<file path="src/rtl/ps2_rx_fifo.sv">
// ps2_rx_fifo: clk-synchronous PS/2 receiver (glitch filter, parity/stop/timeout checks) feeding a FWFT byte FIFO.
// Define PS2_EXTCODE_EN to fold E0/F0 prefixes into per-entry ext/rel flags.
module ps2_rx_fifo #(
  parameter int FILTER_CYCLES   = 1000,
  parameter int TIMEOUT_CYCLES  = 50000,
  parameter int FIFO_DEPTH_LOG2 = 3
) (
  input  logic                     clk,
  input  logic                     reset,
  input  logic                     ps2_clk,
  input  logic                     ps2_data,
  input  logic                     rd_en,
  input  logic                     clr_err,
  output logic [7:0]               dout,
`ifdef PS2_EXTCODE_EN
  output logic                     dout_ext,
  output logic                     dout_rel,
`endif
  output logic                     empty,
  output logic [FIFO_DEPTH_LOG2:0] count,
  output logic                     overflow,
  output logic                     parity_err,
  output logic                     frame_err
);
  localparam int FW = $clog2(FILTER_CYCLES + 2);
  localparam logic [FW-1:0] F_MAX = FW'(FILTER_CYCLES);
  localparam int TW = $clog2(TIMEOUT_CYCLES + 1);
  localparam logic [TW-1:0] T_MAX = TW'(TIMEOUT_CYCLES - 1);
  localparam int CW = FIFO_DEPTH_LOG2 + 1;
`ifdef PS2_EXTCODE_EN
  localparam int EW = 10;
`else
  localparam int EW = 8;
`endif
  typedef enum logic [1:0] {IDLE, DATA, PARITY, STOP} state_t;
  state_t r_state, w_state_n;
  logic r_clk_s1, r_clk_s2, r_dat_s1, r_dat_s2, r_fprev, r_filt, r_filt_d;
  logic [FW-1:0] r_fcnt;
  logic [TW-1:0] r_tcnt;
  logic [2:0] r_bit, w_bit_n;
  logic [7:0] r_shift, w_shift_n;
  logic r_par, w_par_n, w_strobe, w_good, w_perr, w_ferr, w_store;
  logic r_push, r_perr, r_ferr, r_ovf, w_full, w_pop, w_push;
  logic [EW-1:0] r_wdata, w_entry, w_head;
  logic [EW-1:0] r_mem [2**FIFO_DEPTH_LOG2];
  logic [FIFO_DEPTH_LOG2-1:0] r_wp, r_rp;
  logic [CW-1:0] r_count;
  assign w_strobe = r_filt_d & ~r_filt;
  always_ff @(posedge clk) begin
    if (reset) begin
      r_clk_s1 <= 1'b1;
      r_clk_s2 <= 1'b1;
      r_dat_s1 <= 1'b1;
      r_dat_s2 <= 1'b1;
      r_fprev  <= 1'b1;
      r_filt   <= 1'b1;
      r_filt_d <= 1'b1;
      r_fcnt   <= '0;
    end else begin
      r_clk_s1 <= ps2_clk;
      r_clk_s2 <= r_clk_s1;
      r_dat_s1 <= ps2_data;
      r_dat_s2 <= r_dat_s1;
      r_fprev  <= r_clk_s2;
      r_fcnt   <= (r_clk_s2 != r_fprev) ? '0 : (r_fcnt == F_MAX) ? r_fcnt : r_fcnt + 1'b1;
      if (r_clk_s2 == r_fprev && r_fcnt == F_MAX) r_filt <= r_clk_s2;
      r_filt_d <= r_filt;
    end
  end
  always_comb begin
    w_state_n = r_state;
    w_bit_n   = r_bit;
    w_shift_n = r_shift;
    w_par_n   = r_par;
    w_good    = 1'b0;
    w_perr    = 1'b0;
    w_ferr    = 1'b0;
    if (w_strobe) begin
      case (r_state)
        IDLE: if (!r_dat_s2) begin
          w_state_n = DATA;
          w_bit_n   = '0;
        end
        DATA: begin
          w_shift_n = {r_dat_s2, r_shift[7:1]};
          w_bit_n   = r_bit + 1'b1;
          w_state_n = (r_bit == 3'd7) ? PARITY : DATA;
        end
        PARITY: begin
          w_par_n   = r_dat_s2;
          w_state_n = STOP;
        end
        default: begin
          // a bad stop bit masks any parity result
          w_state_n = IDLE;
          w_ferr    = ~r_dat_s2;
          w_good    = r_dat_s2 & (^{r_shift, r_par});
          w_perr    = r_dat_s2 & ~(^{r_shift, r_par});
        end
      endcase
    end else if (r_state != IDLE && r_tcnt == T_MAX) begin
      w_state_n = IDLE;
      w_ferr    = 1'b1;
    end
  end
  always_ff @(posedge clk) begin
    if (reset) begin
      r_state <= IDLE;
      r_bit   <= '0;
      r_shift <= '0;
      r_par   <= 1'b0;
      r_tcnt  <= '0;
      r_perr  <= 1'b0;
      r_ferr  <= 1'b0;
      r_push  <= 1'b0;
      r_wdata <= '0;
    end else begin
      r_state <= w_state_n;
      r_bit   <= w_bit_n;
      r_shift <= w_shift_n;
      r_par   <= w_par_n;
      r_tcnt  <= (r_state == IDLE || w_strobe) ? '0 : r_tcnt + 1'b1;
      r_perr  <= w_perr;
      r_ferr  <= w_ferr;
      r_push  <= w_store;
      r_wdata <= w_entry;
    end
  end
`ifdef PS2_EXTCODE_EN
  logic r_pext, r_prel, w_is_e0, w_is_f0;
  assign w_is_e0 = (r_shift == 8'hE0);
  assign w_is_f0 = (r_shift == 8'hF0);
  assign w_store = w_good & ~w_is_e0 & ~w_is_f0;
  assign w_entry = {r_pext, r_prel, r_shift};
  always_ff @(posedge clk) begin
    if (reset || w_perr || w_ferr) begin
      r_pext <= 1'b0;
      r_prel <= 1'b0;
    end else if (w_good) begin
      r_pext <= w_is_e0 | (w_is_f0 & r_pext);
      r_prel <= w_is_f0 | (w_is_e0 & r_prel);
    end
  end
  assign dout_ext = ~empty & w_head[9];
  assign dout_rel = ~empty & w_head[8];
`else
  assign w_store = w_good;
  assign w_entry = r_shift;
`endif
  assign empty  = (r_count == '0);
  assign w_full = r_count[FIFO_DEPTH_LOG2];
  assign w_pop  = rd_en & ~empty;
  assign w_push = r_push & (~w_full | w_pop);
  assign w_head = r_mem[r_rp];
  always_ff @(posedge clk) if (w_push) r_mem[r_wp] <= r_wdata;
  always_ff @(posedge clk) begin
    if (reset) begin
      r_wp    <= '0;
      r_rp    <= '0;
      r_count <= '0;
      r_ovf   <= 1'b0;
    end else begin
      if (w_push) r_wp <= r_wp + 1'b1;
      if (w_pop) r_rp <= r_rp + 1'b1;
      r_count <= r_count + CW'(w_push) - CW'(w_pop);
      r_ovf   <= (r_push & w_full & ~w_pop) | (r_ovf & ~clr_err);
    end
  end
  assign dout       = empty ? 8'h00 : w_head[7:0];
  assign count      = r_count;
  assign overflow   = r_ovf;
  assign parity_err = r_perr;
  assign frame_err  = r_ferr;
endmodule

</file>
<file path="config.mk">
export PLATFORM = sky130hd
export DESIGN_NAME = ps2_rx_fifo
export DESIGN_NICKNAME = d
export VERILOG_FILES = /design/src/rtl/ps2_rx_fifo.sv
export SDC_FILE = /design/constraint.sdc
export NUM_CORES = 1
export LEC_CHECK = 0
export BUFFER_PORTS_ARGS = -buffer_cell sky130_fd_sc_hd__buf_4
export CAP_MARGIN = 25
export CORE_AREA = 2 2 108 110
export DETAILED_ROUTE_END_ITERATION = 7
export DIE_AREA = 0 0 110 112
export PLACE_DENSITY = 0.66
export SLEW_MARGIN = 20
export SYNTH_ARGS = -nofsm -noshare
export SYNTH_HDL_FRONTEND = slang
export SYNTH_SLANG_ARGS = --single-unit
export TNS_END_PERCENT = 1
</file>
<file path="constraint.sdc">
create_clock -name clk -period 4.8 [get_ports clk]
set_input_delay 0.24 -clock clk [delete_from_list [all_inputs] [get_ports clk]]
set_output_delay 0.24 -clock clk [all_outputs]
set_load 0.02 [all_outputs]
</file>
; Word-level counts from Yosys, hierarchy flattened
; Memory sizes are Yosys's and may differ from the RTL's. A register that Yosys moved wholly into a read port is not among the register bits.
; Cells that the tools add are included.
[word_totals]
register_bits = 69
ram_bits = 64
in_bits = 6
out_inout_bits = 16
elab_cells = 88
n_memories = 1
[op_classes]
add_sub_neg = 7
eq_ne = 9
n_mux = 15
bitwise_logic = 18
n_reduce_logical = 17
[mem_list]
columns = name, depth, word_bits, rd, rd_ports_with_merged_regs, write_ports, line_no
row1 = r_mem, 8, 8, 1, 1, 1, 45  ; logic [EW-1:0] r_mem [2**FIFO_DEPTH_LOG2];
[ops]
columns = op, count
row1 = 16-bit by 1-bit adder with 16-bit output (second input constant), 1
row2 = 16-bit equality test (second input constant), 1
row3 = 10-bit by 1-bit adder with 10-bit output (second input constant), 1
row4 = 10-bit equality test (second input constant), 1
row5 = 3-bit by 1-bit adder with 3-bit output (second input constant), 3
row6 = 3-bit two-way mux, 3
row7 = 9-bit XOR reduction, 1
row8 = 1-bit AND, 8
row9 = 2-bit two-way mux, 4
row10 = 8-bit two-way mux, 1
row11 = 1-bit inverter, 8
row12 = 2-bit case mux with 3 select lines, 1
row13 = 3-bit case mux with 2 select lines, 1
row14 = 2-bit AND reduction, 3
row15 = 2-bit nonzero test, 3
row16 = 1-bit two-way mux, 5
row17 = 5-bit OR reduction, 1
row18 = 4-bit by 1-bit adder with 4-bit output, 1
row19 = 4-bit logical NOT, 1
row20 = 2-bit OR reduction, 2
row21 = 4-bit by 1-bit subtractor with 4-bit output, 1
row22 = 3-bit equality test (second input constant), 1
row23 = 3-bit != test (second input constant), 1
row24 = 3-bit AND reduction, 1
row25 = 10 further kinds, 12

; Depth between registers and ports, before layout
; Gate-level depths: netlist of run 1.
[depth]
depth_word = 7
depth_mapped = 12
ltp_nobuf = 12

; Worst setup path after synthesis of run 1
; OpenSTA, ideal clock, no wires.
[synth_timing]
path_kind = reg-to-reg
startpoint = register r_count[3] (netlist: count[3])
endpoint = register r_count[2] (netlist: count[2])
setup_ps = 128
t_arrival_ps = 2284
t_required_ps = 4672
slack_ps = 2388
path_stages_with_launch = 13
n_path_buf = 0
synth_period_minus_slack_ps = 2412
cell_sequence = dfxtp_1 > inv_1 > ha_1 > or3b_4 > a21o_4 > nand2_1 > ha_1 > inv_1 > ha_1 > inv_1 > fa_1 > xor2_1 > nor2_1
[synth_via]
elab_chain_cells = 7
word_cells_on_any_way = 8
classes_between = add/sub: 2 / bitwise: 5 / reduce/logical: 1
[synth_rtl]
columns = item, line_no
row1 = start: declaration, 47  ; logic [CW-1:0] r_count;
row2 = start signal: assignment, 165  ; r_count <= r_count + CW'(w_push) - CW'(w_pop);
row3 = 4-bit logical NOT, 150  ; assign empty = (r_count == '0);
row4 = 1-bit inverter, 152  ; assign w_pop = rd_en & ~empty;
row5 = 1-bit AND, 152
row6 = 1-bit OR, 153  ; assign w_push = r_push & (~w_full | w_pop);
row7 = 1-bit AND, 153
row8 = 4-bit by 1-bit adder with 4-bit output, 165
row9 = 4-bit by 1-bit subtractor with 4-bit output (*), 165
; Every way passes the cells marked *; elsewhere a longest branch is shown, timed or not.
; A chain may end at the register's enable or synchronous reset.

; Worst setup path after layout of run 1
; Ends and elaborated chain as after synthesis.

==> metrics.md, run 1 <==
| Metric | Value |
|---|---|
| Status | finished clean |
| Number of enable flip-flop cells after synthesis | 64 |
| Area grow syn2layout | 16.4% |
| HP Class | input pin to register |
| Vias per inst | 5.14 |
| Total grt overflow | 0 |
| Arrival @ worst endpoint | 2.78 ns |
| Avg Cell Area, Syn | 12.7 um^2 |
| Pwr/cell area | 486 nW/um^2 |
| Period utilisation layout | 52.2% |
| Syn Nets | 452 |
| Worst Hold Launch | ps2_data |
| Max Slew Vio Count | 0 |
| FF-to-FF path depth | 12 |
| Maximum VDD drop | 0.235 mV |
| Final #Nets | 481 |
| Place WS | 2.30 ns |
| Antenna cells | 0 |
| Worst-Margin Slew | 0.995 ns |
| Buffer count from post-CTS setup fixing | 0 |
| Mapped Cells | 433 |
| Clock share of power | 41.5% |
| Synth top cells by count | dfxtp_1 (72), edfxtp_1 (64), nor2_1 (64) |
| First-pass GRT wire length | 15,500 um |
| Critical Path Fanout Max | 7 |
| GPL Wtd Cong | 0.733 |
| Top Ports | 22 |
| CP Launch Type | register |
| Psw | 0.785 mW |
| Post-synthesis sequential element count | 136 |
| Hold Fails Final Rpt | 0 |
| Max Buffers Root-to-Sink | 2 |
| Pint | 2.33 mW |
| Final TNS setup | 0 ns |
| Initial antenna violation count | 0 |
| Multi-input gate area | 1990 um^2 |
| Synth warnings | 0 |
| Hold path endpoint | r_dat_s1 |
| Tmin final | 2.51 ns |
| DP HPWL | 6120 um |
| Core ar. | 11,200 um^2 |
| Number of global-route vias before repair | 3,233 |
| Worst Setup End Kind | register |
| M1 GR Usage | 20.6% |
| Final worst slack | 2.29 ns |
| Maxcap violations | 0 |
| Sequential area share after synthesis | 61.0% |
| Sink Count | 136 |
| Hold Path Stages | 2 |
| Per-cell routed wire length | 15.0 um |
| Worst reg2reg setup slack | 2.29 ns |
| Skew final | 0.00578 ns |
| Drt drc | 0 |
| GRT Total Usage | 16.7% |
| Asr flop ratio synth | 0% |
| Vias | 3,179 |
| Met3 Track Usage GR | 4.57% |
| Ys flop type | dfxtp_1 |
| H-tree depth | 4 |
| Num rows | 39 |
| Count leader, synth | dfxtp_1 |
| Inserted Clock Buffers | 17 |
| First-pass iteration count of the detailed router | 5 |
| Later-pin clock latency in the skew report | 0.41 ns |
| Top cell type's share of synthesized area | 34.9% |
| Clk slew on worst S/H paths | 0.06 ns |
| Unrepaired setup endpoints after global routing | no |
| Worst R2R Start | count[3] |
| Initial Util | 49.3% |
| Required @ worst endpoint | 5.08 ns |
| Slew HR | 33.4% |
| Largest net degree at the start of global routing | 46 |
| Leakage | 2.29 nW |
| Share of layout cells above drive strength 1 | 19.2% |
| Final antenna-violating net count | 0 |
| Final setup viols | 0 |
| I/O Buffers | 21 |
| Post-cts sizing count | 0 |
| Mapped cell area | 5510 um^2 |
| Sw Ratio | 25.2% |
| Fmax | 399 MHz |
| First-iteration detailed-routing DRC count | 141 |
| Global routing's busiest layer | met2 |
| RR Endpoint | count[2] |
| Seq. cell area | 3360 um^2 |
| CTS tree | built |
| Critical path type | register to register |
| Combinational fraction of design power | 16.9% |
| Fill cell count | 892 |
| Met2 Track Usage GR | 27.2% |
| Die Width | 110 um |
| Die area | 12,300 um^2 |
| Hold Buf Count CTS | 1 |
| Distinct cells, synth | 55 |
| Die Ht | 112 um |
| Clk root buf | clkbuf_16 |
| DRT Wirelength | 9250 um |
| Synth area leader | edfxtp_1 |
| Largest cells by area after synthesis | edfxtp_1 (35%), dfxtp_1 (26%), mux4_2 (6.5%) |
| Sequential fraction of design power | 41.5% |
[cells in the final DEF (no fill, tap or decap), types with 15 or more instances in the layout]
cell and instances:
dfxtp_1 72, nor2_1 64, edfxtp_1 64, xnor2_1 25
nand2_1 24, buf_4 22, inv_1 19, clkbuf_16 17
mux4_2 16, a21oi_1 15
[registers in the layout (all words and copies together), names as in the netlist, 2 cells and up, named ones only]
signal and flops:
r_rp 3, r_state 2, r_shift 8, r_tcnt 16
r_wp 3, count 4, r_mem 64, r_fcnt 10
r_wdata 8, r_bit 3
[per-stage QoR]
| stage | instances | hold WS [ns] | area (um^2) | power, mW | utilization, % |
|---|---|---|---|---|---|
| detailed placement | 584 | 0.398 | 5790 | 1.86 | 51.9 |
| floorplan | 433 | 0.344 | 5510 | 1.68 | - |
| global route | 618 | 0.00910 | 6410 | 3.26 | 57.4 |
| CTS | 617 | 0.0000291 | 6400 | 3.16 | 57.3 |
| global placement | 582 | 0.393 | 5760 | 1.81 | 51.6 |
| finish | 618 | 0.0133 | 6410 | 3.12 | 57.4 |
[worst max-delay path, cell delays in order, from the launching register on]
cell and delay (ns):
dfxtp_1 0.32, inv_1 0.09, ha_1 0.14, or3b_4 0.40
a21o_4 0.26, nand2_1 0.07, ha_1 0.22, inv_1 0.06
ha_1 0.16, inv_1 0.06, fa_1 0.39, xor2_1 0.16
nor2_1 0.06
[worst max-delay path by stage]
stage,from,to,slack [ns],depth (start not counted)
floorplan,count[3],count[2],2.39,12
global placement,count[3],r_mem[0][6],2.38,6
detailed placement,count[3],count[2],2.30,12
CTS,register,dout[1],2.25,5
global route,register,dout[1],2.15,5
finish,count[3],count[2],2.29,12
[layout make-up]
type                       instances  area share, %
clock buffer                      20           6.96
tap                              143           2.79
clock inverter                    12           2.36
timing repair buffer              25           3.24
sequential                       136           52.4
inverter                          20           1.17
multi-input combinational        262           31.1
[logic make-up (layout without fill, tap and decap cells)]
family                     Yosys count  count (layout)  synth area share, %
xor gates and xnor gates            34              34                 5.65
muxes                               27              27                 8.56
buffers and inverters               35              77                 2.93
AOI/OAI and AO/OA                   30              30                 3.93
adders and majority gates           13              13                 3.09
DFF                                136             136                 61.0
and+or+nand+nor                    158             158                 14.8
[power groups by stage]
stage | clock, mW | sequential, mW | combinational [mW]
after floorplan | 0 | 1.30 | 0.381
final | 1.30 | 1.29 | 0.528
after CTS | 1.32 | 1.30 | 0.536
after global routing | 1.37 | 1.30 | 0.580
after global placement | 0 | 1.34 | 0.476
after detailed placement | 0 | 1.32 | 0.535
[routing by layer]
metal  part of all wire [%]  wire length (um)  vias to the layer above
met5                      0                 0                        -
met4                    2.1               193                        0
met3                    3.3               306                       13
met2                     51              4670                       52
met1                     44              4080                     1530
li1                       -                 -                     1584
Note: power is estimated with default switching activity, not from simulation.
==> inputs of run 2 (changes only) <==
--- a/config.mk
+++ b/config.mk
@@ -10,7 +10,7 @@
 export CORE_AREA = 2 2 108 110
 export DETAILED_ROUTE_END_ITERATION = 7
 export DIE_AREA = 0 0 110 112
-export PLACE_DENSITY = 0.66
+export PLACE_DENSITY = 0.69
 export SLEW_MARGIN = 20
 export SYNTH_ARGS = -nofsm -noshare
 export SYNTH_HDL_FRONTEND = slang
==> constraint.sdc (replaced) <==
create_clock -name clk -period 2.2 [get_ports clk]
set_input_delay 0.11 -clock clk [delete_from_list [all_inputs] [get_ports clk]]
set_output_delay 0.11 -clock clk [all_outputs]
set_load 0.02 [all_outputs]
==> run 2 against run 1 <==
Effect of this change:
- the flow now finishes with violations (setup timing)
- combinational power grew to 2.8 times the previous value
- sequential cell count is the same
- hold slack gained 0.029 ns
- register-to-register slack lost 2.4 ns
- critical endpoint is now count[1]
- critical path type unchanged
- clock power grew 110%
- largest power group is now registers
- via count grew 1.6%
- non-clock buffer count grew 16
- cell area grew 2.7%
- maximum frequency grew 9.4%
==> metrics.md, run 2 (synthesis results as in run 1) <==
| Metric | Value |
|---|---|
| Status | finished, violations left |
| Failing checks | setup timing |
| Fmax | 437 MHz (+9.4%) |
| Initial antenna violation count | 0 (unchanged) |
| Worst-Margin Slew | 0.511 ns (-0.484 ns) |
| Final antenna-violating net count | 0 (unchanged) |
| Hold WS | 0.0418 ns (+0.0285 ns) |
| FF-to-FF path depth | 11 (-1) |
| Later-pin clock latency in the skew report | 0.41 ns (about the same) |
| Most Frequent Cell on Critical Path | ha_4 |
| Total grt overflow | 0 (unchanged) |
| CP Launch Type | register |
| Most common cell after layout, fill and taps aside | dfxtp_1 |
| First-iteration detailed-routing DRC count | 107 (-24%) |
| Sink Count | 136 (unchanged) |
| Clk root buf | clkbuf_16 |
| Initial Util | 49.3% (unchanged) |
| Crit path max-delay family | adder cells |
| GPL Wtd Cong | 0.799 (+9.1%) |
| CTS tree | built |
| Hold path endpoint | r_rp[1] |
| Tmin final | 2.29 ns (-0.215 ns) |
| RR Endpoint | count[1] |
| Clk slew on worst S/H paths | 0.06 ns (about the same) |
| Core ar. | 11,200 um^2 (unchanged) |
| Pwr/cell area | 1050 nW/um^2 (+120%) |
| Final worst slack | -0.0909 ns (-2.38 ns) |
| Final TNS setup | -0.213 ns (-0.213 ns) |
| Hold Fails Final Rpt | 0 (unchanged) |
| Critical Path Fanout Max | 2 (-5) |
| Skew final | 0.00935 ns (+0.00357 ns) |
| Maximum VDD drop | 0.541 mV (+130%) |
| First-pass iteration count of the detailed router | 4 (-1) |
| Slew HR | 65.9% (+32 points) |
| Most frequent cells in the layout | dfxtp_1 (70), edfxtp_1 (64), nor2_1 (58) |
| Worst Hold Launch | rd_en |
| GRT Total Usage | 16.5% (-0.22 points) |
| Drt drc | 0 (unchanged) |
| Crit-path cells | inv_4 -> ha_4 -> or3b_4 -> a21o_4 -> nand2_4 -> ha_4 -> inv_2 -> ha_4 -> inv_2 -> fa_2 -> nor2_1 |
| Vias | 3,229 (+1.6%) |
| Max Slew Vio Count | 0 (unchanged) |
| Share of layout cells above drive strength 1 | 26.1% (+6.9 points) |
| Num rows | 39 (unchanged) |
| I/O Buffers | 21 (unchanged) |
| Top Ports | 22 (unchanged) |
| H-tree depth | 4 (unchanged) |
| DP HPWL | 6080 um (-0.69%) |
| Final setup viols | 3 (+3) |
| Worst R2R Start | count[3] |
| CP max-delay cell | fa_2 |
| Hold Path Stages | 3 (+1) |
| DRT Wirelength | 9160 um (-0.98%) |
| Number of flip-flops under the largest register name | 64 (unchanged) |
| Inserted Clock Buffers | 17 (unchanged) |
| Dpl cell area | 5870 um^2 (+1.4%) |
| Worst reg2reg setup slack | -0.09 ns (-2.38 ns) |
| Worst Setup End Kind | register |
| Per-cell routed wire length | 14.4 um (-3.5%) |
| Die area | 12,300 um^2 (unchanged) |
| Critical path type | register to register |
| HP Class | input pin to register |
| Maxcap violations | 0 (unchanged) |
| Critical path's largest stage delay | 0.50 ns (+0.10 ns) |
| Final #Nets | 497 (+3.3%) |
| Required @ worst endpoint | 2.48 ns (-2.60 ns) |
| Max Buffers Root-to-Sink | 2 (unchanged) |
| Worst path bufs/invs | 3 (unchanged) |
| Period utilisation layout | 104% (+52 points) |
| Largest net degree at the start of global routing | 46 (unchanged) |
| Leakage | 2.35 nW (+2.9%) |
| Arrival @ worst endpoint | 2.57 ns (-0.21 ns) |
| Die Ht | 112 um (unchanged) |
| Finished Cell Area | 6590 um^2 (+2.7%) |
| First-pass GRT wire length | 15,500 um (+0.13%) |
| Unrepaired setup endpoints after global routing | yes |
| Number of global-route vias before repair | 3,238 (+0.15%) |
| Antenna cells | 0 (unchanged) |
| Vias per inst | 5.09 (-0.99%) |
| Area grow syn2layout | 19.5% |
| Biggest regs | r_mem x64, r_tcnt x16, r_fcnt x10 |
| Die Width | 110 um (unchanged) |
| Most flops, register | r_mem |
==> run 2: cell count changes in the layout (fill, tap and decap cells not counted), moves of 4 or more <==
cell and change:
buf_4 +16, ha_1 -4, ha_4 +4, inv_1 -6, inv_2 +5, nor2_1 -6
nor2_2 +6
==> run 2: where the power goes <==
group	switching, mW	internal (mW)	total, mW
registers	0.0535	2.70	2.76
clock network	1.05	1.67	2.72
logic	0.722	0.742	1.46
==> run 2: how the worst max path moves through the flow <==
stage | depth (start not counted) | from | endpoint | slack [ns]
after CTS | 11 | count[2] | count[1] | -0.10
after floorplan | 11 | count[3] | count[1] | -0.13
after global routing | 12 | count[3] | count[2] | -0.17
after detailed placement | 12 | count[3] | count[2] | -0.17
after global placement | 11 | count[3] | count[1] | -0.09
final | 11 | count[3] | count[1] | -0.09
==> run 2: repair_timing <==
action / CTS / global route
pin swaps: 3 / 7
setup endpoints to repair: 26 / 52
buffers inserted: 1 / 2
hold endpoints to repair: 3 / 0
resized for setup: 9 / 13
hold buffers: 3 / 0
==> run 2: layout make-up <==
cell class | count | area [um^2]
clock buffers | 17 | 425
clock inverters | 15 | 151
fillers | 867 | 4590
inverters | 20 | 81.3
multi-input cells | 262 | 2070
flip-flops and latches | 136 | 3370
well taps | 143 | 179
repair buffers | 41 | 315
==> run 2: worst min-delay path: cells and delay by family <==
| family | cells | cell delay (ns) |
|---|---|---|
| AND/OR/NAND/NOR | 1 | 0.07 |
| AO/OA/AOI/OAI | 1 | 0.07 |
| buffers and inverters | 1 | 0.13 |
==> run 2: metrics by stage <==
| step | total power, mW | std cells | util, % | worst slack, ns |
|---|---|---|---|---|
| floorplan | 3.68 | 433 | - | -0.134 |
| global placement | 4.09 | 596 | 52.6 | -0.0928 |
| detailed placement | 4.13 | 596 | 52.6 | -0.169 |
| CTS | 6.92 | 632 | 58.5 | -0.101 |
| global route | 7.26 | 634 | 59.0 | -0.173 |
| finish | 6.94 | 634 | 59.0 | -0.0909 |
==> run 2: routing by layer <==
layer,vias up,part of all wire [%],GRT usage (%)
met3,14,2.6,4.51
met1,1547,47,21.0
met5,-,0,0
li1,1621,-,-
met2,47,49,26.5
met4,0,1.7,7.00
